**src/rtl/rtype_encoder.sv**
```systemverilog
// Packs symbolic ALU operations into MIPS R-type words and streams them to
// consecutive instruction-memory addresses through a one-entry registered write port.
module rtype_encoder #(
    parameter int ADDR_W = 8
) (
    input  logic              clk,
    input  logic              rst,
    input  logic              start,
    input  logic [ADDR_W-1:0] base_addr,
    input  logic              in_valid,
    output logic              in_ready,
    input  logic [3:0]        aluop,
    input  logic [4:0]        rs,
    input  logic [4:0]        rt,
    input  logic [4:0]        rd,
    input  logic [4:0]        shamt,
    output logic              wr_en,
    input  logic              wr_ready,
    output logic [ADDR_W-1:0] wr_addr,
    output logic [31:0]       wr_data,
    output logic [ADDR_W:0]   count,
    output logic              full,
    output logic              err
);

    localparam logic [3:0] ALU_NOP  = 4'd0;
    localparam logic [3:0] ALU_ADD  = 4'd1;
    localparam logic [3:0] ALU_ADDU = 4'd2;
    localparam logic [3:0] ALU_SUB  = 4'd3;
    localparam logic [3:0] ALU_SUBU = 4'd4;
    localparam logic [3:0] ALU_AND  = 4'd5;
    localparam logic [3:0] ALU_OR   = 4'd6;
    localparam logic [3:0] ALU_NOR  = 4'd7;
    localparam logic [3:0] ALU_SLT  = 4'd8;
    localparam logic [3:0] ALU_SLL  = 4'd9;
    localparam logic [3:0] ALU_SRL  = 4'd10;
    localparam logic [3:0] ALU_SRA  = 4'd11;

    localparam logic [ADDR_W:0] CAP    = {1'b1, {ADDR_W{1'b0}}};
    localparam logic [ADDR_W:0] CAP_M1 = {1'b0, {ADDR_W{1'b1}}};

    typedef enum logic [1:0] {IDLE, RUN, FULL} state_t;

    state_t            state;
    logic [ADDR_W-1:0] next_addr;
    logic [5:0]        func;
    logic              legal;
    logic              is_shift;
    logic [31:0]       enc_word;
    logic              wr_hs;
    logic              accept;
    logic [ADDR_W:0]   committed;

    always_comb begin
        func     = 6'h00;
        legal    = 1'b1;
        is_shift = 1'b0;
        case (aluop)
            ALU_ADD:  func = 6'h20;
            ALU_ADDU: func = 6'h21;
            ALU_SUB:  func = 6'h22;
            ALU_SUBU: func = 6'h23;
            ALU_AND:  func = 6'h24;
            ALU_OR:   func = 6'h25;
            ALU_NOR:  func = 6'h27;
            ALU_SLT:  func = 6'h2A;
            ALU_SLL:  begin func = 6'h00; is_shift = 1'b1; end
            ALU_SRL:  begin func = 6'h02; is_shift = 1'b1; end
            ALU_SRA:  begin func = 6'h03; is_shift = 1'b1; end
            default:  legal = 1'b0;
        endcase
    end

    assign enc_word = {6'b0, (is_shift ? 5'd0 : rs), rt, rd,
                       (is_shift ? shamt : 5'd0), func};

    // Words written plus the one in flight; stop accepting once that fills memory.
    assign committed = count + {{ADDR_W{1'b0}}, wr_en};
    assign in_ready  = (state == RUN) && !start && (!wr_en || wr_ready)
                       && (committed != CAP);
    assign wr_hs     = wr_en && wr_ready;
    assign accept    = in_valid && in_ready;

    // next_addr advances when a word is loaded, so a load in the same cycle
    // as the pending write naturally targets the following address.
    always_ff @(posedge clk) begin
        if (rst) begin
            state     <= IDLE;
            next_addr <= '0;
            wr_en     <= 1'b0;
            wr_addr   <= '0;
            wr_data   <= '0;
            count     <= '0;
            full      <= 1'b0;
            err       <= 1'b0;
        end else if (start) begin
            state     <= RUN;
            next_addr <= base_addr;
            wr_en     <= 1'b0;
            count     <= '0;
            full      <= 1'b0;
            err       <= 1'b0;
        end else begin
            if (wr_hs) begin
                wr_en <= 1'b0;
                count <= count + 1'b1;
                if (count == CAP_M1) begin
                    state <= FULL;
                    full  <= 1'b1;
                end
            end
            if (accept) begin
                if (legal) begin
                    wr_en     <= 1'b1;
                    wr_addr   <= next_addr;
                    wr_data   <= enc_word;
                    next_addr <= next_addr + 1'b1;
                end else begin
                    err <= 1'b1;
                end
            end
        end
    end

endmodule

```
**config.mk**
```make
export PLATFORM = sky130hd
export DESIGN_NAME = rtype_encoder
export DESIGN_NICKNAME = d
export VERILOG_FILES = /design/src/rtl/rtype_encoder.sv
export SDC_FILE = /design/constraint.sdc
export NUM_CORES = 1
export LEC_CHECK = 0
export ABC_AREA = 0
export CAP_MARGIN = 40
export CORE_ASPECT_RATIO = 0.9
export CORE_MARGIN = 2
export CORE_UTILIZATION = 25
export DETAILED_ROUTE_END_ITERATION = 6
export HOLD_SLACK_MARGIN = 0.1
export PLACE_DENSITY_LB_ADDON = 0.12
export SLEW_MARGIN = 20
export SYNTH_ARGS = -nofsm -noshare
export SYNTH_HDL_FRONTEND = slang
export SYNTH_SLANG_ARGS = --single-unit
export TNS_END_PERCENT = 10
```
**constraint.sdc**
```tcl
create_clock -name clk -period 3 [get_ports clk]
set_clock_uncertainty 0.15 [all_clocks]
set_input_delay 0.6 -clock clk [delete_from_list [all_inputs] [get_ports clk]]
set_output_delay 0.6 -clock clk [all_outputs]
set_load 0.02 [all_outputs]
```
# After elaboration in Yosys (flattened, before gate mapping)
# Cells that the tools add are included.
# word_totals
in_bits	37
word_cells	61
output_inout_bits	53
register_bits	55
# classes
addsub	3
n_mux	14
eq_ne	14
reduce_logical	20
bitwise	2
# op_table
op	count
case mux 6 bit (10 select lines)	1
2-to-1 mux 8 bit	3
equality test 4 x 3 -> 1 bit (second input constant)	4
equality test 4 bit (second input constant)	4
OR reduction 11 bit	1
2-to-1 mux 5 bit	2
adder 9 x 1 -> 9 bit	1
adder 9 x 1 -> 9 bit (second input constant)	1
equality test 9 x 8 -> 1 bit (second input constant)	1
inequality test 9 bit (second input constant)	1
adder 8 x 1 -> 8 bit (second input constant)	1
equality test 4 x 2 -> 1 bit (second input constant)	2
2-to-1 mux 1 bit	8
AND reduction 2 bit	4
nonzero test 2 bit	4
logical AND 1 bit	5
equality test 4 x 1 -> 1 bit (second input constant)	1
AND reduction 3 bit	1
OR reduction 3 bit	1
equality test 2 x 1 -> 1 bit (second input constant)	1
logical NOT 1 bit	2
inverter 1 bit	2
OR reduction 2 bit	1
logical OR 1 bit	1

# Longest topological paths before layout
# depth
depth_word	7
mapped_depth	10
ltp_nobuf	8

# Least setup slack after synthesis
# No wires, ideal clock.
# synth_timing
path_kind	register -> output
start	reg count[0]
end	out in_ready
stages_incl_launch_ff	8
arrival_time_ns	2.005
required_time_ns	2.250
path_buffers	0
path_slack_ns	0.245
cell_sequence	dfxtp_1 -> ha_1 -> ha_1 -> nand4_1 -> mux2_4 -> a211oi_2 -> nand2_1 -> and3_1
# synth_between
elab_chain_len	3
# synth_rtl
element	line_no	rtl
start, declared	21	output logic [ADDR_W:0] count,
start signal, assigned	106	count <= count + 1'b1;
adder 9 x 1 -> 9 bit	78	assign committed = count + {{ADDR_W{1'b0}}, wr_en};
inequality test 9 bit	80	&& (committed != CAP);
logical AND 1 bit	80	
end, declared	11	output logic in_ready,
# No other way between the ends.

# Final worst setup path
# Same ends and word-level chain as after synthesis.

==> results.yml <==
setup_path:
  critical_path_class: "reg -> out"
  crit_required_ns: 2.25
  worstSetupEndpointType: "output pin"
  critPathArrivalTime_ns: 2.07
  setup.worst_path.start: "count[0]$_SDFFE_PP0P_"
  start_kind: "flop"
  reg2reg_from: "count[0]$_SDFFE_PP0P_"
  worstPathMaxFanout: 5
run_status:
  outcome: "finished, final reports clean"
clock_tree:
  cts_htree_levels: 2
  cts_tree: "built"
  clkTransAtPathRegs_ns: 0.07
  numCtsBuffers: 5
  clkLatencyLatePin_ns: 0.29
  hold_buffers: 0
  clk_path_buf_depth: 2
  cts.sinks: 54
  cts-root-buf: "clkbuf_16"
cells_and_area:
  fin_area_um2: 3850
  finalNetCount: 430
  drive_gt1_share_pct: 11.3
  antennaDiodeCount: 0
  utilization_pct: 37.6
  areaGrowthSynthToFinish_pct: 46.4
  nFillCells: 1048
route:
  wl_mm: 6.67
  drc: 0
  wl_per_cell_um: 12.9
  drt.antenna.violating_nets: 0
  first_iter_violations: 59
  vias: 2360
  drt-vias-per-instance: 4.56
  first_pass_iters: 5
worst_hold_path:
  holdCritStartpoint: "wr_data[21]$_SDFFE_PP0P_"
  hold_path.class: "reg -> reg"
die:
  die-area_um2: 11400
  rows: 35
  start_util_pct: 25.7
  die_w_um: 112
  die_h_um: 101
  ioPinCount: 90
  core-area_um2: 10200
synthesis:
  yosys_warnings: 0
  yosys_most_used_dff: "dfxtp_1"
  synthTopCellsByCount: "dfxtp_1, nor2_1, mux2i_1"
  seq_area_frac_synth_pct: 41.0
  synth-edff-count: 0
  synth_top_area_share_pct: 41.0
  synth_area_leaders: "dfxtp_1, mux2i_1, nor2_1"
  synthMostInstantiatedCell: "dfxtp_1"
  ys_types: 48
  yosys.area.top_type: "dfxtp_1"
  postSynthCellCount: 298
  avgSynthCellArea_um2: 8.84
  netlist_area_um2: 2630
  async_reset_ff_share_pct: 0
  ys_ff_latch: 54
timing:
  tns_ns: 0
  post-route-period-util_pct: 94.0
  min_period_ns: 2.82
  max-slew-margin-rel_pct: 66.7
  finalHoldViolations: 0
  grt_setup_unrepaired: "no"
  fmax_ghz: 0.355
  drv_slew: 0
  tightestPinTransition_ns: 0.500
  finalSetupViolations: 0
  fin_worst_hold_slack_ns: 0.319
global_route:
  gr-total-overflow: 0
  grt_use_total_pct: 11.7
  grt_pass1_wl_mm: 10.8
  grt_pass1_vias: 2241
  antenna_found_initial: 0
  grt_max_degree: 38
place:
  dp_hpwl_mm: 4.71
  portBuffers: 82
  place.gp.congestion: 0.788
  placed_area_um2: 3670
run:
  cap_viol_max_count: 0
power:
  powerDensity_nw_per_um2: 411
  p_leak_uw: 0.00139
  vdd_drop_max_uv: 208
  finalPower_uw: 1580
## layout by cell type (no fill, tap or decap), types with 5 or more instances in the layout
master and instances:
clkdlybuf4s50_1 80, dfxtp_1 54, nor2_1 49, mux2i_1 24, buf_4 23, a21oi_1 19
nand2b_1 14, inv_1 9, nand3_1 9, nand2_1 8, conb_1 7, and3_1 6
nand4_1 6, nor3_1 5, nand3b_1 5, xor2_1 5, clkbuf_16 5
## worst paths after layout
check | to | slack, ns | cells after the start
setup reg to reg | next_addr[6]$_SDFFE_PP0P_ | 0.55 | 10
setup / recovery | in_ready | 0.18 | 8
hold / removal | wr_data[21]$_SDFFE_PP0P_ | 0.32 | 2
hold reg to reg | wr_data[21]$_SDFFE_PP0P_ | 0.32 | 2
## per-layer routing
layer	wire (um)	track usage, %	share of wire, %
met2	2960	18.2	44
met3	464	4.13	7.0
met5	0	0	0
met1	3170	15.3	48
met4	78	3.47	1.2
## critical path: stages (launching register included)
cell and delay, ns:
dfxtp_1 0.34, ha_2 0.22, ha_4 0.16, nand4_1 0.09
mux2_4 0.30, a211oi_4 0.21, nand2_1 0.09, and3_1 0.21
clkbuf_2 0.16
## report_power, final
group | leakage, uW | internal, uW | switching, uW
clock | 0.0000836 | 392 | 268
combinational | 0.000870 | 95.0 | 84.5
sequential | 0.000438 | 732 | 12.9
## sequential cells by signal (all words and copies together), names as in the netlist
register and count:
wr_addr 8, count 9, wr_data 25, err 1, wr_en 1, next_addr 8, state 2
## cell type report
cell class	count	area, um^2	area share (%)
Clock buffer	5	125	3.25
Timing Repair Buffer	106	1000	26.0
Sequential cell	54	1080	28.0
Tap cell	129	161	4.19
Clock inverter	3	40.0	1.04
Multi-Input combinational cell	212	1410	36.6
Inverter	9	33.8	0.876
## what timing repair did
item | 4_1_cts | 5_1_grt
resized for setup | 2 | 6
setup endpoints to repair | 1 | 1
endpoints found under the hold margin | 0 | 0
setup buffers | 0 | 0
## cell families (layout without fill, tap and decap cells)
logic type	count (synthesis)	in the layout	synth area share, %
adder cells (fa/ha/maj)	5	5	2.38
XOR/XNOR	9	9	2.99
AO/OA/AOI/OAI	45	45	12.8
other	1	7	0.142
multiplexers	25	25	9.69
flip-flops	54	54	41.0
buffers and inverters	38	123	7.32
AND/OR/NAND/NOR	121	121	23.6
## metrics by stage
stage / instances / worst slack, ns
detailed placement: 510 / 0.0733
global route: 518 / 0.0163
CTS: 518 / 0.000460
finish: 518 / 0.180
global placement: 510 / 0.107
floorplan: 304 / 0.245
(Power assumes the default switching activity.)
